**config.mk**
```make
export PLATFORM = sky130hd
export DESIGN_NAME = step_sequencer
export DESIGN_NICKNAME = d
export VERILOG_FILES = /design/src/rtl/step_sequencer.sv
export SDC_FILE = /design/constraint.sdc
export NUM_CORES = 1
export LEC_CHECK = 0
export ABC_CLOCK_PERIOD_IN_PS = 2120
export BUFFER_PORTS_ARGS = -buffer_cell sky130_fd_sc_hd__buf_2
export CORE_AREA = 2 2 39 41
export CTS_BUF_LIST = sky130_fd_sc_hd__clkbuf_2 sky130_fd_sc_hd__clkbuf_4 sky130_fd_sc_hd__clkbuf_8
export CTS_CLUSTER_DIAMETER = 100
export DETAILED_ROUTE_END_ITERATION = 10
export DIE_AREA = 0 0 41 43
export SYNTH_ARGS = -nofsm -noshare
export SYNTH_HDL_FRONTEND = slang
export SYNTH_SLANG_ARGS = --single-unit
```
**constraint.sdc**
```tcl
create_clock -name clk -period 2.12 [get_ports clk]
set_input_delay 0.212 -clock clk [delete_from_list [all_inputs] [get_ports clk]]
set_output_delay 0.212 -clock clk [all_outputs]
set_load 0.005 [all_outputs]
```
**src/rtl/step_sequencer.sv**
```systemverilog
// step_sequencer: micro-step address/enable generator for the 4-to-16 strobe decoder; optional IRQ entry via SEQ_IRQ_EN
module step_sequencer #(
  parameter logic [3:0] MAX_STEP = 4'd11,
  parameter logic [3:0] IRQ_BASE = 4'd12
) (
  input  logic       clk,
  input  logic       rst,
  input  logic       start,
  input  logic       stall,
  input  logic       last_step,
  input  logic       halt_req,
  input  logic       irq,
  output logic [3:0] a,
  output logic [1:0] g,
  output logic       busy,
  output logic       done,
  output logic       irq_ack
);
  typedef enum logic [1:0] {IDLE, RUN, IRQ, HALT} state_t;
  state_t     state, state_n;
  logic [3:0] a_n;
  logic       ack_n, irq_go, bnd, active_n;
`ifdef SEQ_IRQ_EN
  assign irq_go = irq;
`else
  logic unused_irq;
  assign unused_irq = irq;
  assign irq_go = 1'b0;
`endif
  assign bnd = !stall && (last_step || a == MAX_STEP);
  assign active_n = state_n == RUN || state_n == IRQ;
  // next state and step address; halt outranks interrupt entry at a boundary
  always_comb begin
    state_n = state;
    a_n = a;
    ack_n = 1'b0;
    case (state)
      IDLE: begin
        a_n = 4'd0;
        state_n = start ? RUN : IDLE;
      end
      RUN: begin
        if (bnd) begin
          state_n = halt_req ? HALT : irq_go ? IRQ : RUN;
          a_n = (!halt_req && irq_go) ? IRQ_BASE : 4'd0;
          ack_n = !halt_req && irq_go;
        end else if (!stall) begin
          a_n = a + 4'd1;
        end
      end
      IRQ: begin
        if (!stall) begin
          state_n = (a == 4'hF) ? RUN : IRQ;
          a_n = (a == 4'hF) ? 4'd0 : a + 4'd1;
        end
      end
      HALT: begin
        state_n = IDLE;
        a_n = 4'd0;
      end
      default: begin
        state_n = IDLE;
        a_n = 4'd0;
      end
    endcase
  end
  // registered state and outputs, derived from the state being entered
  always_ff @(posedge clk or posedge rst) begin
    if (rst) begin
      state <= IDLE;
      a <= 4'd0;
      g <= 2'b11;
      busy <= 1'b0;
      done <= 1'b0;
      irq_ack <= 1'b0;
    end else begin
      state <= state_n;
      a <= a_n;
      g <= active_n ? 2'b00 : 2'b11;
      busy <= active_n;
      done <= state_n == HALT;
      irq_ack <= ack_n;
    end
  end
endmodule
```
==> results.ini <==
[status]
status=complete, no violations

[power_and_ir_drop]
ir_worst_vdd_mv=0.4298
power.leakage_nw=0.3029
power_density_nw_per_um2=842.5
finalPower_mw=0.4996

[placement]
place.port_buffers=13
dp_hpwl_um=669.1
pre_cts_slack_ps=404.9
place.gp.congestion=0.6658
place_area_um2=553.0

[global_routing]
grt_pass1_wl_um=1407
track_usage_pct=12.58
grt_pass1_vias=354
antenna_found_initial=0
grt_max_degree=10
overflow=0

[timing]
rsz0062_at_grt=false
finalHoldViolations=0
setup_violations=0
finalCriticalPeriod_ps=1730
fin_ws_ps=389.8
final.setup.tns_ps=0
drv_slew=0
clock.fmax_mhz=578.0
post-route-period-util_pct=81.61
fin_skew_ps=3.285

[worst_setup_path]
critPathKind=reg -> reg
critPathSlowestCell=dfrtp_1
crit_start=a[0]
r2r_start=a[0]
arrival_ps=1860
cp-start-kind=flip-flop
cp_max_fo=5
r2r_slack_ps=390
endpoint_kind=flip-flop
max_stage_delay_ps=410
r2r_cells=5
regToRegEndpoint=busy
crit_path_cell_trace=ha_1, and3b_1, o21bai_1, o32ai_1, ha_1
cpMostUsedCell=ha_1
crit_end=busy
cp.required_ps=2250

[route]
wl_per_cell_um=10.37
drt_iter0_drc=2
drc=0
drt_pass1_iterations=2
viasPerCell=4.780
wl_um=850
vias=392
postRouteAntennaNets=0

[clocking]
cts_tree=built
cts_made_buffers=3
clock-root-buffer=clkbuf_4
clk_path_buf_depth=2
clkSinkCount=9
htreeDepth=1
clkSlewWorstSetupHoldPaths_ps=60
post_cts_buffers=0
clock_latency_ps=250
postCtsHoldBufs=1
cts_resized=0

[synthesis]
netlist_instances=50
synth_cell_type_count=25
synth_area_per_cell_um2=9.659
syn-num-nets=59
seq_area_frac_synth_pct=46.89
syn_area_um2=483.0
yosys_warnings=0
synth_seq_cells=9

[cells_and_area]
antenna_cells=0
flow.area_growth_from_synthesis_pct=22.80
fin_area_um2=593.1
final_cell_mix=buf_2 (13), nand2_1 (9), dfrtp_1 (8)
final_common_cell=buf_2
final_util_pct=42.86
drive_above_1_share_pct=31.82
fillCellCount=145
num-nets-final=76

[floorplan]
die_h_um=43
rows=14
die_area_um2=1763
dieWidth_um=41
core_area_um2=1384
start_util_pct=34.90
ioPinCount=16

[run]
drv_cap=0

[worst_hold_path]
holdCritPathClass=in -> reg

==> flip-flops by register name, summed over array words and instances, names as in the netlist <==
signal / flops
state: 2
a: 4
busy: 1
done: 1
g: 1
==> per-stage QoR <==
step                      hold WS, ps  instances
after floorplan                 39.20         50
after global placement          181.8         77
after detailed placement        183.1         77
after CTS                       259.7         82
after global routing            293.9         82
final                           272.4         82
==> cell type report <==
cell class                      instances  area, um^2  area share [%]
Clock buffer                            4       30.03           5.063
Multi-Input combinational cell         37       234.0           39.45
Tap cell                               16       20.02           3.376
Timing Repair Buffer                   14       75.07           12.66
Inverter                                2       7.507           1.266
Sequential cell                         9       226.5           38.19
==> worst min path at each step <==
| stage | from | endpoint | slack [ps] | cells past startpoint |
|---|---|---|---|---|
| after CTS | halt_req | state[1] | 260 | 3 |
| after global routing | halt_req | state[1] | 290 | 3 |
| after detailed placement | rst | busy | 180 | 2 |
| after floorplan | rst | a[0] | 40 | 1 |
| final | halt_req | state[1] | 270 | 3 |
| after global placement | rst | a[1] | 180 | 2 |
==> power by group <==
| part | total [mW] | internal, mW | switching (mW) |
|---|---|---|---|
| Combinational | 0.124 | 0.0619 | 0.0625 |
| Sequential | 0.237 | 0.206 | 0.0307 |
| Clock | 0.138 | 0.0849 | 0.0534 |
==> kinds of logic (layout without fill, tap and decap cells) <==
kind of cell / Yosys count / count (layout) / synth area share [%]
buffers and inverters: 4 / 20 / 4.663
AO/OA/AOI/OAI: 10 / 10 / 15.54
other: 1 / 1 / 0.7765
flip-flops: 9 / 9 / 46.89
XOR/XNOR: 2 / 2 / 3.628
adder cells (fa/ha/maj): 2 / 2 / 5.181
AND/OR/NAND/NOR: 22 / 22 / 23.32
==> synth_stat cells <==
| cell type | n | area, um^2 |
|---|---|---|
| nand2_1 | 9 | 33.78 |
| and2_2 | 1 | 7.510 |
| and2b_1 | 2 | 15.01 |
| o211ai_2 | 1 | 12.51 |
| or2b_1 | 1 | 7.510 |
| xnor2_1 | 1 | 8.760 |
| and3b_1 | 1 | 8.760 |
| buf_4 | 2 | 15.01 |
| xor2_1 | 1 | 8.760 |
| o21ai_0 | 1 | 5.000 |
| inv_1 | 2 | 7.510 |
| a21oi_1 | 1 | 5.000 |
| nor2b_1 | 1 | 6.260 |
| o311a_1 | 1 | 10.01 |
| nand2b_2 | 1 | 8.760 |
| nor2_1 | 4 | 15.01 |
| nand3_1 | 2 | 10.01 |
| conb_1 | 1 | 3.750 |
| dfstp_2 | 1 | 26.28 |
| dfrtp_1 | 8 | 200.2 |
| o32ai_1 | 2 | 17.52 |
| o211ai_1 | 1 | 7.510 |
| o21bai_1 | 1 | 7.510 |
| ha_1 | 2 | 25.02 |
| o21ai_1 | 2 | 10.01 |
==> per-layer routing <==
metal	routed length [um]	GRT usage, %
met3	41	1.571
met4	12	12.00
met5	0	0
met2	385	17.19
met1	411	16.04
==> critical path, delay by kind of cell, from the launching register on <==
family / cells / cell delay [ps]
AO/OA/AOI/OAI: 2 / 480
flip-flops: 1 / 410
adder cells (fa/ha/maj): 2 / 550
AND/OR/NAND/NOR: 1 / 170
Power figures use the tool's default switching activity.
